$ cat src/rtl/cfa_cross_window.sv
// Bayer cross-window generator: buffers two lines and emits centre + 4 neighbours per pixel,
// mirroring edges by distance 1 so the CFA phase of every neighbour matches the centre.
module cfa_cross_window #(
  parameter int DW    = 12,
  parameter int IMG_W = 4,
  parameter int IMG_H = 3
) (
  input  logic          clk,
  input  logic          rst,
  input  logic          sof_in,
  input  logic [DW-1:0] pix_in,
  input  logic          pix_valid,
  output logic          pix_ready,
  output logic          win_valid,
  output logic [DW-1:0] c_out,
  output logic [DW-1:0] v_m1,
  output logic [DW-1:0] h_m1,
  output logic [DW-1:0] h_p1,
  output logic [DW-1:0] v_p1,
  output logic          row_odd,
  output logic          col_odd,
  output logic          eof_out
);

  localparam int CIW = $clog2(IMG_W);
  localparam int RW  = $clog2(IMG_H);
  localparam int FW  = $clog2(IMG_W + 1);

  localparam logic [1:0] S_IDLE  = 2'd0;
  localparam logic [1:0] S_FILL  = 2'd1;
  localparam logic [1:0] S_RUN   = 2'd2;
  localparam logic [1:0] S_FLUSH = 2'd3;

  localparam logic           LAST_B   = 1'((IMG_H - 1) % 2);
  localparam logic [CIW-1:0] COL_LAST = CIW'(IMG_W - 1);
  localparam logic [RW-1:0]  ROW_LAST = RW'(IMG_H - 1);

  typedef struct packed {
    logic [DW-1:0] c;
    logic [DW-1:0] vm;
    logic [DW-1:0] hm;
    logic [DW-1:0] hp;
    logic [DW-1:0] vp;
    logic          ro;
    logic          co;
  } win_t;

  // Line buffer bank is selected by row parity; no reset needed.
  logic [DW-1:0] lb [2][IMG_W];

  logic [1:0]     state_q, state_d;
  logic [RW-1:0]  row_q, row_d;
  logic [CIW-1:0] col_q, col_d;
  logic [FW-1:0]  fc_q, fc_d;
  logic           vld_q, eof_q;
  win_t           win_q, win_d;

  logic           acc, emit, wr_en, wr_b, cb, ab, eof_d;
  logic [CIW-1:0] wr_c, wc, cm1, cp1;
  logic [RW-1:0]  wrow;
  logic [DW-1:0]  above;

  assign pix_ready = (state_q != S_FLUSH);
  assign acc       = pix_valid & pix_ready;

  // In RUN the window row is one behind the incoming row; the bank of row r-1 is read
  // before the incoming pixel of row r+1 overwrites the same slot.
  always_comb begin
    if (state_q == S_FLUSH) begin
      cb   = LAST_B;
      ab   = ~LAST_B;
      wc   = (fc_q < FW'(IMG_W)) ? fc_q[CIW-1:0] : '0;
      wrow = ROW_LAST;
    end else begin
      cb   = ~row_q[0];
      ab   = row_q[0];
      wc   = col_q;
      wrow = row_q - RW'(1);
    end
    cm1      = (wc == '0)       ? CIW'(1)         : wc - CIW'(1);
    cp1      = (wc == COL_LAST) ? CIW'(IMG_W - 2) : wc + CIW'(1);
    above    = lb[ab][wc];
    win_d.c  = lb[cb][wc];
    win_d.hm = lb[cb][cm1];
    win_d.hp = lb[cb][cp1];
    if (state_q == S_FLUSH) begin
      win_d.vm = above;
      win_d.vp = above;
    end else begin
      win_d.vp = pix_in;
      win_d.vm = (wrow == '0) ? pix_in : above;
    end
    win_d.ro = wrow[0];
    win_d.co = wc[0];
    eof_d    = (state_q == S_FLUSH) && (wc == COL_LAST);
  end

  always_comb begin
    state_d = state_q;
    row_d   = row_q;
    col_d   = col_q;
    fc_d    = fc_q;
    emit    = 1'b0;
    wr_en   = 1'b0;
    wr_b    = row_q[0];
    wr_c    = col_q;
    case (state_q)
      S_IDLE: begin
        if (acc && sof_in) begin
          wr_en   = 1'b1;
          wr_b    = 1'b0;
          wr_c    = '0;
          row_d   = '0;
          col_d   = CIW'(1);
          state_d = S_FILL;
        end
      end
      S_FILL, S_RUN: begin
        if (acc && sof_in) begin
          wr_en   = 1'b1;
          wr_b    = 1'b0;
          wr_c    = '0;
          row_d   = '0;
          col_d   = CIW'(1);
          state_d = S_FILL;
        end else if (acc) begin
          wr_en = 1'b1;
          emit  = (state_q == S_RUN);
          if (col_q == COL_LAST) begin
            col_d = '0;
            if (state_q == S_FILL) begin
              row_d   = RW'(1);
              state_d = S_RUN;
            end else if (row_q == ROW_LAST) begin
              fc_d    = '0;
              state_d = S_FLUSH;
            end else begin
              row_d = row_q + RW'(1);
            end
          end else begin
            col_d = col_q + CIW'(1);
          end
        end
      end
      S_FLUSH: begin
        // Extra cycle at fc==IMG_W keeps pix_ready low while eof_out is shown.
        if (fc_q < FW'(IMG_W)) begin
          emit = 1'b1;
          fc_d = fc_q + FW'(1);
        end else begin
          state_d = S_IDLE;
        end
      end
      default: state_d = S_IDLE;
    endcase
  end

  always_ff @(posedge clk or negedge rst) begin
    if (!rst) begin
      state_q <= S_IDLE;
      row_q   <= '0;
      col_q   <= '0;
      fc_q    <= '0;
      vld_q   <= 1'b0;
      eof_q   <= 1'b0;
      win_q   <= '0;
    end else begin
      state_q <= state_d;
      row_q   <= row_d;
      col_q   <= col_d;
      fc_q    <= fc_d;
      vld_q   <= emit;
      eof_q   <= emit & eof_d;
      if (emit) win_q <= win_d;
    end
  end

  always_ff @(posedge clk) begin
    if (wr_en) lb[wr_b][wr_c] <= pix_in;
  end

  assign win_valid = vld_q;
  assign c_out     = win_q.c;
  assign v_m1      = win_q.vm;
  assign h_m1      = win_q.hm;
  assign h_p1      = win_q.hp;
  assign v_p1      = win_q.vp;
  assign row_odd   = win_q.ro;
  assign col_odd   = win_q.co;
  assign eof_out   = eof_q;

endmodule

$ cat config.mk
export PLATFORM = sky130hd
export DESIGN_NAME = cfa_cross_window
export DESIGN_NICKNAME = d
export VERILOG_FILES = /design/src/rtl/cfa_cross_window.sv
export SDC_FILE = /design/constraint.sdc
export NUM_CORES = 1
export LEC_CHECK = 0
export BUFFER_PORTS_ARGS = -buffer_cell sky130_fd_sc_hd__buf_2
export CORE_MARGIN = 1
export CORE_UTILIZATION = 60
export CTS_CLUSTER_DIAMETER = 60
export DETAILED_ROUTE_END_ITERATION = 10
export GPL_ROUTABILITY_DRIVEN = 0
export MAX_ROUTING_LAYER = met4
export PLACE_DENSITY = 0.8
export SLEW_MARGIN = 30
export SYNTH_ARGS = -nofsm -noshare
export SYNTH_HDL_FRONTEND = slang
export SYNTH_SLANG_ARGS = --single-unit
$ cat constraint.sdc
create_clock -name clk -period 3.25 [get_ports clk]
set_input_delay 0.4875 -clock clk [delete_from_list [all_inputs] [get_ports clk]]
set_output_delay 0.4875 -clock clk [all_outputs]
set_load 0.02 [all_outputs]
# Word-level counts from Yosys, hierarchy flattened
# Memories as Yosys holds them, arrays and structs flattened.
# Cells that the tools add are included.
[classes] addsub=6 multipliers=0 div=0 order_cmp=6 n_eq_ne=19 shifts=0 muxes=64 n_bitwise=7 reduce_logical=14
[op_table] cell="two-way mux 12 bit" n=12
[op_table] cell="binary-select mux 12 bit (select 2 bit)" n=4
[op_table] cell="two-way mux 48 bit" n=1
[op_table] cell="two-way mux 2 bit" n=23
[op_table] cell="demux 12 bit (select 2 bit)" n=1
[op_table] cell="two-way mux 3 bit" n=6
[op_table] cell="inequality test 2 bit (second input constant)" n=8
[op_table] cell="greater-or-equal comparator 3 bit (second input constant)" n=4
[op_table] cell="inverter 2 -> 3 bit" n=4
[op_table] cell="two-way mux 1 bit" n=11
[op_table] cell="equality test 2 bit (second input constant)" n=5
[op_table] cell="AND reduction 5 bit" n=2
[op_table] cell="inequality test 4 bit (second input constant)" n=2
[op_table] cell="case mux 2 bit (2 select lines)" n=2
[op_table] cell="AND reduction 7 bit" n=1
[op_table] cell="adder 2 x 1 -> 2 bit (second input constant)" n=3
[op_table] cell="zero test 2 bit" n=3
[op_table] cell="inequality test 3 bit (second input constant)" n=2
[op_table] cell="case mux 2 bit (3 select lines)" n=1
[op_table] cell="case mux 3 bit (2 select lines)" n=1
[op_table] cell="case mux 1 bit (2 select lines)" n=2
[op_table] cell="nonzero test 2 bit" n=2
[op_table] cell="subtractor 2 x 1 -> 2 bit (second input constant)" n=2
[op_table] cell="adder 3 x 1 -> 3 bit (second input constant)" n=1
[op_table] cell="other kinds (10)" n=13
[totals] register_bits=73 latchBits=0 mem_bits_rw=96 romBits=0 input_bits=16 out_inout_bits=65 word_cells=130 mem_count=1
[mem_list] memory="lb" depth=2 width=48 rd=2 rd_clocked_by_memory_dff=0 wr=1 line="49" source="logic [DW-1:0] lb [2][IMG_W];"

# Logic depth before layout (Yosys ltp)
# Gate-level depths: netlist of the first run.
[depth] ltp_word=11 mapped_depth=10

# Worst setup path before layout of the first run
# OpenSTA, ideal clock, no wires.
[synth_path] path_type="reg2reg" from="register state_q[0]" to="memory lb[1][24] (netlist name) (enable)" arrival_ns=2.455 setup_slack_ns=0.382 stages_incl_launch_ff=7 path_buffers=2 period_less_slack_ns=2.868 path_cell_list="dfrtp_1 > ha_1 > buf_6 > buf_4 > nor2b_4 > nand3b_1 > nor4_1"
[synth_between] elab_chain_cells=11 elab_cells_between_ends=24 cone_classes="2 x order compare; 3 x eq/ne; 12 x mux; 2 x bitwise; 5 x reduce/logical"
[synth_rtl] element="start: declaration" line="51" source="logic [1:0] state_q, state_d;"
[synth_rtl] element="start signal: assignment" line="168" source="state_q <= state_d;"
[synth_rtl] element="inequality test 2 bit" line="63" source="assign pix_ready = (state_q != S_FLUSH);"
[synth_rtl] element="bitwise AND 1 bit" line="64" source="assign acc = pix_valid & pix_ready;"
[synth_rtl] element="logical AND 1 bit" line="109, 119"
[synth_rtl] element="two-way mux 2 bit" line="109, 119"
[synth_rtl] element="two-way mux 2 bit"
[synth_rtl] element="inverter 2 -> 3 bit (implied by the code)" line="179" source="if (wr_en) lb[wr_b][wr_c] <= pix_in;"
[synth_rtl] element="greater-or-equal comparator 3 bit (implied by the code) or less-than comparator 3 x 1 -> 1 bit (tied branches)" line="179"
[synth_rtl] element="logical AND 1 bit (implied by the code)" line="179"
[synth_rtl] element="two-way mux 12 bit (implied by the code)" line="179"
[synth_rtl] element="demux 12 bit (select 2 bit)" line="179"
[synth_rtl] element="two-way mux 48 bit (implied by the code)" line="179"
[synth_rtl] element="end: declaration" line="49"
# Parallel ways exist; a longest one is shown, timed or not.

# Worst setup path after layout of the first run
[layout_path] from="register state_q[0]" to="register win_q (netlist bit v_m1[9])"
[layout_between] elab_chain_cells=8 elab_cells_between_ends=21 cone_classes="4 x eq/ne; 11 x mux; 2 x bitwise; 3 x reduce/logical; 1 x memory"
[layout_rtl] element="equality test 2 bit" line="69, 86, 107"
[layout_rtl] element="two-way mux 1 bit or two-way mux 2 bit (tied branches)" line="69" source="if (state_q == S_FLUSH) begin"
[layout_rtl] element="memory read (2 x 48 bit) or inverter 2 -> 3 bit (tied branches)"
[layout_rtl] element="binary-select mux 12 bit (select 2 bit)" line="82" source="above = lb[ab][wc];"
[layout_rtl] element="two-way mux 12 bit (implied by the code) (2 in a row)" line="82"
[layout_rtl] element="two-way mux 12 bit" line="91" source="win_d.vm = (wrow == '0) ? pix_in : above;"
[layout_rtl] element="two-way mux 12 bit" line="86" source="if (state_q == S_FLUSH) begin"
[layout_rtl] element="end signal: assignment" line="174" source="if (emit) win_q <= win_d;"
[layout_rtl] element="end: declaration" line="56" source="win_t win_q, win_d;"
# Parallel ways exist; a longest one is shown, timed or not. The select of a mux whose other input is x is not followed.
# A chain may end at the register's enable or synchronous reset.

==> results.cfg, run 1 <==
[floorplan]
floorplan.rows = 44
boundaryPins = 81
dieHeight_um = 124
core_area_mm2 = 0.0146
start_util_pct = 61.6
die_w_um = 124
dieArea_mm2 = 0.0155

[critical_path]
r2r_cells = 7
critPathCaptureType = flip-flop
required_ns = 3.54
r2r-start = state_q[0]$_DFFE_PN0P_
worstPathArrival_ns = 2.92
reg2reg_to = v_m1[9]$_DFFE_PN0P_
crit_start = state_q[0]$_DFFE_PN0P_
critPathKind = flip-flop to flip-flop
worst-r2r-setup-slack_ns = 0.62
cp-start-kind = flip-flop
crit_fanout = 72
endpoint = v_m1[9]$_DFFE_PN0P_

[pwr]
p_per_area_mw_per_mm2 = 1030
ir_drop_mv = 0.535
p_leak_nw = 4.24

[sta]
setup_viol = 0
rsz0062_at_grt = false
clock-skew-final_ns = 0.00819
fin_crit_sh_pct = 80.9
tightest_slew_ns = 0.856
relSlewSlack_pct = 42.9
hold_viol_final = 0
period_needed_ns = 2.63
report.final.slew_viol_count = 0
tns_ns = 0
max_freq_mhz = 380

[synth]
synth_seq_area_share_pct = 52.4
ys_seq_elements = 169
syn-cell-area_mm2 = 0.00899
ys_warn_count = 0
synthFlopType = edfxtp_1
async_reset_ff_share_pct = 43.2
yosysUniqueCellTypes = 48
synth_nets = 736
synth.avg_cell_area_um2 = 12.6
postSynthCellCount = 711
synth-edff-count = 96

[global_route]
grt_pass1_vias = 6076
overflow = 0
gr-usage-all-layers_pct = 29.2
grt_max_degree = 84
grt_pass1_wl_um = 33600
antenna_found_initial = 0

[drt]
ant_nets = 0
dr.pass1.iters = 4
drt_iter0_drc = 591
post_drt_wl_per_cell_um = 21.8
vias = 6176
routed_wl_um = 21300
via_per_inst = 6.31
drc = 0

[clock_network]
post_cts_resized = 0
numCtsBuffers = 17
clock_path_buffers = 2
cts_setup_buffers = 0
cts.htree.levels = 4
cts_tree = done
path_clk_slew_ns = 0.06
clkSinkCount = 169
ctsHoldBuffers = 0
insertion_delay_ns = 0.44
root_buffer = clkbuf_16

[layout]
final_util_pct = 69.5
area_growth_pct = 12.9
layout-drive-gt1-share_pct = 24.7
final_area_mm2 = 0.0101
final_nets = 807
antennaDiodeCount = 0

[hold_path]
hold_path_class = input port to async pin

[placed_design]
hpwl_um = 13900
numPortBuffers = 80
placed_area_mm2 = 0.00955

[run]
cap_violations = 0

[run_status]
status = complete, no violations
## cell usage after synthesis, types with 11 or more instances
cell	instances	area, µm²
clkbuf_1	11	41.3
buf_4	14	105
nand2_1	45	169
a211oi_1	48	360
o21ai_1	36	180
a221o_1	24	240
nor2_1	13	48.8
edfxtp_1	96	2880
a21o_1	12	90.1
mux2i_1	136	1360
buf_2	15	75.1
nor2b_1	45	282
dfrtp_1	73	1830
a21oi_1	11	55.1
mux2_2	27	304
## per-stage QoR
step | hold WS (ns) | setup slack, ns | total power (W) | cells
finish | 0.0723 | 0.620 | 0.0105 | 979
global route | 0.127 | 0.461 | 0.0110 | 979
CTS | 0.251 | 0.600 | 0.0105 | 979
detailed placement | 0.465 | 0.657 | 0.00843 | 947
global placement | 0.455 | 0.713 | 0.00826 | 947
floorplan | 0.192 | 0.382 | 0.00713 | 711
## where the power goes
| part | internal [W] | switching, W | total (W) |
|---|---|---|---|
| combinational | 0.00215 | 0.00311 | 0.00527 |
| sequential | 0.00280 | 0.000376 | 0.00318 |
| clock | 0.00119 | 0.000823 | 0.00201 |
## state kept, by name, indices dropped and copies added, names as in the netlist
signal / cells
lb: 96
v_p1: 12
h_p1: 12
col_q: 2
v_m1: 12
fc_q: 3
row_odd: 1
c_out: 12
state_q: 2
eof_out: 1
win_valid: 1
h_m1: 12
row_q: 2
col_odd: 1
## cell type report
cell class / instances / area [µm²]
well taps: 184 / 230
multi-input cells: 477 / 3890
clock buffers: 23 / 510
flip-flops and latches: 169 / 4710
inverters: 8 / 42.5
repair buffers: 109 / 674
clock inverters: 9 / 85.1
fillers: 972 / 4440
## metal layers
metal  part of all wire [%]  wire [µm]  GRT usage [%]  vias up
met4                    2.2        479           11.5        0
li1                       -          -              -     2833
met2                     48      10300           44.4      247
met5                      0          0              -        -
met1                     44       9300           39.5     3054
met3                    6.1       1310           4.64       42
## placed cells by master, fill, tap and decap left out, types with 2 or more instances in the layout
cell type,synthesis,final
clkbuf_8,0,2
and2_1,8,8
nor2_1,13,12
buf_12,1,4
clkbuf_16,0,19
o211ai_1,6,6
o211ai_2,3,3
nor3b_2,0,2
nor3_1,4,4
clkinvlp_4,0,3
nand2b_1,2,2
o21ai_1,36,36
nand3b_1,2,2
a21o_1,12,12
mux4_2,8,8
clkinv_2,0,3
dfrtp_1,73,72
a21oi_1,11,11
a211oi_1,48,48
o22ai_1,2,2
a221o_1,24,24
buf_4,14,25
mux2i_1,136,136
nand2_1,45,45
ha_1,9,8
nand3_1,9,9
nor2b_1,45,45
buf_2,15,79
o21ai_2,3,3
clkbuf_1,11,2
o21ai_0,8,8
mux2_2,27,27
inv_1,6,6
edfxtp_1,96,96
## kinds of logic (layout without fill, tap and decap cells)
family | Yosys count | count (layout) | share of synthesized area (%)
AND/OR/NAND/NOR | 140 | 140 | 8.31
adder cells (fa/ha/maj) | 9 | 9 | 1.25
multiplexers | 172 | 172 | 20.8
buffers and inverters | 65 | 149 | 4.79
AO/OA/AOI/OAI | 156 | 156 | 12.5
flip-flops | 169 | 169 | 52.4
## critical path: stages, from the launching register on
cell	delay (ns)
dfrtp_1	0.44
ha_2	0.33
nor2_4	0.47
buf_12	0.42
mux2i_1	0.27
mux2i_1	0.10
mux2i_1	0.30
o21ai_1	0.11
## how the worst min path moves through the flow
stage / slack, ns / to / cells past startpoint / start
6_report: 0.07 / h_m1[7]$_DFFE_PN0P_ / 1 / rst
5_1_grt: 0.13 / v_p1[9]$_DFFE_PN0P_ / 1 / rst
4_1_cts: 0.25 / c_out[4]$_DFFE_PN0P_ / 1 / rst
3_5_place_dp: 0.46 / c_out[9]$_DFFE_PN0P_ / 2 / c_out[9]$_DFFE_PN0P_
3_3_place_gp: 0.45 / h_p1[11]$_DFFE_PN0P_ / 1 / h_p1[11]$_DFFE_PN0P_
2_1_floorplan: 0.19 / c_out[0]$_DFFE_PN0P_ / 0 / rst
Power figures use the tool's default switching activity.
==> inputs of run 2 (changes only) <==
Settings changed: ABC_AREA from default to 1.
Clock period 3.25 ns to 2.55 ns, I/O delays scaled along.
==> results.cfg, run 2 <==
[synth]
synth_nets = 1121
synthFlopType = edfxtp_1
synth_area_leaders = edfxtp_1, dfrtp_1, nand2_1, nand3_1, inv_1
yosysUniqueCellTypes = 27
ys_warn_count = 0
synth_seq_area_share_pct = 53.6
yosysMostFrequentCell = nand2_1
synth.avg_cell_area_um2 = 8.02
postSynthCellCount = 1096
synth_top_area_share_pct = 32.8
synth_top_area_cell = edfxtp_1
syn-cell-area_mm2 = 0.00879
synth-edff-count = 96
async_reset_ff_share_pct = 43.2
synth_top_cells_by_count = nand2_1, nand3_1, edfxtp_1
ys_seq_elements = 169

[critical_path]
critPathKind = flip-flop to flip-flop
crit_start = state_q[0]$_DFFE_PN0P_
required_ns = 2.67
r2r-start = state_q[0]$_DFFE_PN0P_
crit_fanout = 12
worstPathArrival_ns = 2.47
critPathCaptureType = flip-flop
cp-start-kind = flip-flop

[sta]
rsz0062_at_grt = false
setup_slack_ns = 0.197
period_needed_ns = 2.35
fin_crit_sh_pct = 92.3
setup_viol = 0
holdWs_ns = 0.263
max_freq_mhz = 425
report.final.slew_viol_count = 0
tns_ns = 0
hold_viol_final = 0
tightest_slew_ns = 0.629
clock-skew-final_ns = 0.00852
relSlewSlack_pct = 58.0

[pwr]
netSwitchingPower_w = 0.00554
clock_power_share_pct = 21.1
ir_drop_mv = 0.704
p_per_area_mw_per_mm2 = 1250
combPwrFrac_pct = 47.2
switching_share_pct = 44.4
p_leak_nw = 4.88
intPower_w = 0.00693
seq_power_share_pct = 31.7
total_power_w = 0.0125

[global_route]
overflow = 0
grt_max_degree = 64
gr-usage-all-layers_pct = 33.5
top_usage_layer = met1
use_met3_pct = 9.46
grt_pass1_vias = 6766
gr-usage-met2_pct = 44.7
grt_use_met1_pct = 48.4
grt_pass1_wl_um = 36400
antenna_found_initial = 0

[clock_network]
insertion_delay_ns = 0.43
clock_path_buffers = 2
cts.htree.levels = 4
cts_tree = done
path_clk_slew_ns = 0.06
clkSinkCount = 169
cts_setup_buffers = 0
numCtsBuffers = 17
root_buffer = clkbuf_16

[layout]
final_util_pct = 70.8
area_growth_pct = 13.6
layout_common_cells = nand2_1, nand3_1, edfxtp_1
top_register = lb
layout-drive-gt1-share_pct = 13.0
final_nets = 1190
largest_reg_flops = 96
antennaDiodeCount = 0
final_common_cell = nand2_1

[placed_design]
numPortBuffers = 80
detailedPlace.worstSlack_ns = 0.172
hpwl_um = 15500

[hold_path]
worstHoldStart = pix_in[3]
hold_path_class = input port to flip-flop

[drt]
via_per_inst = 5.70
drc = 0
ant_nets = 0
post_drt_wl_per_cell_um = 17.3
drt_iter0_drc = 1143
vias = 7746
dr.pass1.iters = 6
routed_wl_um = 23600

[floorplan]
floorplan.rows = 43
boundaryPins = 81
start_util_pct = 62.4
die_w_um = 123
dieHeight_um = 123
core_area_mm2 = 0.0141
dieArea_mm2 = 0.0151

[run_status]
status = complete, no violations

[run]
cap_violations = 0
run 2: cell types whose count changed after synthesis, moves of 35 or more:
cell and delta:
inv_1 +81, nor2b_1 -45, a211oi_1 -47, mux2i_1 -136, nor2_1 +36, nand2_1 +420, nand3_1 +110, a21oi_1 +35
run 2: kinds of logic (layout without fill, tap and decap cells):
kind of cell	count (synthesis)	in the layout	share of synthesized area, %
buffers and inverters	151	232	7.91
adder cells (fa/ha/maj)	9	9	1.28
AND/OR/NAND/NOR	646	647	29.8
flip-flops	169	169	53.6
AO/OA/AOI/OAI	120	120	7.36
XOR/XNOR	1	1	0.0997
run 2: cell type report:
cell class / instances / area (µm²)
Clock buffer: 21 / 450
Inverter: 91 / 344
Timing Repair Buffer: 109 / 698
Fill cell: 1087 / 4110
Clock inverter: 11 / 148
Sequential cell: 169 / 4710
Tap cell: 180 / 225
Multi-Input combinational cell: 777 / 3410
run 2: timing repair:
| action | 4_1_cts | 5_1_grt |
|---|---|---|
| hold endpoints to repair | 36 | 0 |
| resized for setup | 0 | 1 |
| setup endpoints to repair | 0 | 17 |
| hold buffers | 1 | 0 |
run 2: metrics by stage:
step / cells / area, µm²
6_report: 1358 / 9980
4_1_cts: 1357 / 9970
2_1_floorplan: 1096 / 8800
3_3_place_gp: 1324 / 9370
5_1_grt: 1358 / 9980
3_5_place_dp: 1324 / 9370
run 2: power by group through the flow:
stage               sequential [W]  combinational (W)  clock [W]
floorplan                  0.00446            0.00358          0
global placement           0.00397            0.00560          0
detailed placement         0.00399            0.00569          0
CTS                        0.00394            0.00575    0.00265
global route               0.00403            0.00652    0.00276
finish                     0.00396            0.00588    0.00263
run 2: final timing paths:
| path | endpoint | cells after the start | slack, ns |
|---|---|---|---|
| setup / recovery | lb[0][12]$_DFFE_PP_ | 9 | 0.20 |
| hold / removal | lb[1][39]$_DFFE_PP_ | 1 | 0.26 |
| setup reg to reg | lb[0][12]$_DFFE_PP_ | 9 | 0.20 |
| hold reg to reg | h_m1[0]$_DFFE_PN0P_ | 2 | 0.47 |
| max in group asynchronous | h_p1[1]$_DFFE_PN0P_ | 3 | 1.48 |
| min in group asynchronous | h_m1[9]$_DFFE_PN0P_ | 2 | 0.48 |
run 2: routing by layer:
layer  wire (µm)  share of wire (%)  vias up
li1            -                  -     3676
met1       10000                 42     3504
met2        9820                 42      504
met3        3110                 13       62
met4         628                2.7        0
met5           0                  0        -
run 2: worst max-delay path, cell delays in order, from the launching register on:
cell and delay, ns:
dfrtp_1 0.46, ha_2 0.32, nor2_4 0.17, nand2_1 0.15, o21ai_0 0.21, nand2_1 0.15, inv_1 0.11, nand3_1 0.10
nor2_1 0.12, buf_4 0.26
==> inputs of run 3 (changes only) <==
Settings changed: REMOVE_ABC_BUFFERS from default to 1.
==> results.cfg, run 3 (synthesis gave the netlist of run 2 again) <==
[sta]
report.final.slew_viol_count = 0
holdWs_ns = 0.235
relSlewSlack_pct = 47.8
fin_crit_sh_pct = 90.5
max_freq_mhz = 433
tns_ns = 0
period_needed_ns = 2.31
setup_viol = 0
rsz0062_at_grt = false
hold_viol_final = 0
tightest_slew_ns = 0.781
clock-skew-final_ns = 0.00894

[layout]
largest_reg_flops = 96
multi_input_area_mm2 = 0.00341
area_growth_pct = 14.5
antennaDiodeCount = 0
layout-drive-gt1-share_pct = 14.3
nFillCells = 1089
final_nets = 1205
top_register = lb
final_common_cell = nand2_1
layout_common_cells = nand2_1, nand3_1, edfxtp_1
seq_area_mm2 = 0.00471

[pwr]
p_per_area_mw_per_mm2 = 1200
p_leak_nw = 4.94
ir_drop_mv = 0.866

[clock_network]
insertion_delay_ns = 0.43
root_buffer = clkbuf_16
path_clk_slew_ns = 0.06
clock_path_buffers = 2
cts_tree = done
cts.htree.levels = 4
clkSinkCount = 169
numCtsBuffers = 17
cts_setup_buffers = 0

[critical_path]
crit_chain = ha_2, buf_4, nor2_4, buf_12, o21ai_0, inv_1, o21ai_1, nand2_1, nand2_1, nand2_1
worst-path-buf-inv = 3
required_ns = 2.87
crit_fanout = 53
slowest_stage = o21ai_0
critPathKind = flip-flop to flip-flop
cp_slowest_stage_delay_ns = 0.46
cp-start-kind = flip-flop
critPathCaptureType = flip-flop
worstPathArrival_ns = 2.63
path_delay_family = compound AO/OA/AOI/OAI gates
crit_top_cell = nand2_1

[run_status]
status = complete, no violations

[drt]
highest_layer = met4
via_per_inst = 5.57
dr_wl_met3_um = 1960
wl_met1_um = 9330
vias = 7650
post_drt_wl_per_cell_um = 16.2
dr.pass1.iters = 5
dr_wl_met2_um = 10500
drc = 0
ant_nets = 0
routed_wl_um = 22300
drt_iter0_drc = 914

[global_route]
antenna_found_initial = 0
grt_pass1_vias = 6978
overflow = 0
gr-usage-all-layers_pct = 32.2
grt_pass1_wl_um = 35400
grt_max_degree = 64

[placed_design]
hpwl_um = 14500
numPortBuffers = 80

[floorplan]
dieArea_mm2 = 0.0151
start_util_pct = 62.4
boundaryPins = 81
floorplan.rows = 43
die_w_um = 123
dieHeight_um = 123
core_area_mm2 = 0.0141

[run]
cap_violations = 0

[hold_path]
hold_path_class = input port to flip-flop
## run 3: final timing paths
path | startpoint | end | slack [ns] | depth (start not counted)
worst min register to register | c_out[6]$_DFFE_PN0P_ | c_out[6]$_DFFE_PN0P_ | 0.47 | 2
worst max register to register | state_q[0]$_DFFE_PN0P_ | h_p1[4]$_DFFE_PN0P_ | 0.24 | 10
max in group asynchronous | rst | col_q[1]$_DFFE_PN0P_ | 1.54 | 3
min in group asynchronous | rst | c_out[3]$_DFFE_PN0P_ | 0.43 | 2
worst max-delay path | state_q[0]$_DFFE_PN0P_ | h_p1[4]$_DFFE_PN0P_ | 0.24 | 10
worst min-delay path | pix_in[0] | lb[0][0]$_DFFE_PP_ | 0.23 | 1
## run 3: worst reg2reg max path, stage by stage, from the launching register on
cell and delay [ns]:
dfrtp_1 0.45, ha_2 0.35, buf_4 0.27, nor2_4 0.07, buf_12 0.19, o21ai_0 0.48, inv_1 0.08, o21ai_1 0.14
nand2_1 0.06, nand2_1 0.07, nand2_1 0.04
## run 3: per-layer routing
metal,up-vias,track usage (%)
met5,-,-
met2,358,49.7
met4,0,10.8
met3,49,5.81
li1,3707,-
met1,3536,43.3
## run 3: through the flow
| stage | utilization (%) | setup WS [ns] | cells | cell area, µm² | total power, W |
|---|---|---|---|---|---|
| after floorplan | - | -1.92 | 1036 | 8440 | 0.00771 |
| after global placement | 67.5 | 0.259 | 1340 | 9520 | 0.00954 |
| after detailed placement | 67.5 | 0.172 | 1340 | 9520 | 0.00969 |
| after CTS | 71.4 | 0.162 | 1373 | 10100 | 0.0121 |
| after global routing | 71.4 | 0.0568 | 1373 | 10100 | 0.0130 |
| final | 71.4 | 0.241 | 1373 | 10100 | 0.0121 |
## run 3: layout make-up
type                    instances  area share, %
flip-flops and latches        169           46.8
multi-input cells             776           33.8
repair buffers                125           8.38
clock buffers                  18           4.36
inverters                      91           3.42
well taps                     180           2.24
clock inverters                14          0.994
## run 3: repair_timing
item                                    4_1_cts  5_1_grt
endpoints found under the hold margin        28        0
endpoints found under the setup margin        0       23
gates resized for setup                       0        1
hold buffers                                  1        0
## run 3: report_power, final
| group | leakage (nW) | internal (W) | total [W] | switching [W] |
|---|---|---|---|---|
| logic | 2.90 | 0.00191 | 0.00584 | 0.00394 |
| clock network | 0.257 | 0.00127 | 0.00235 | 0.00108 |
| registers | 1.78 | 0.00355 | 0.00391 | 0.000363 |
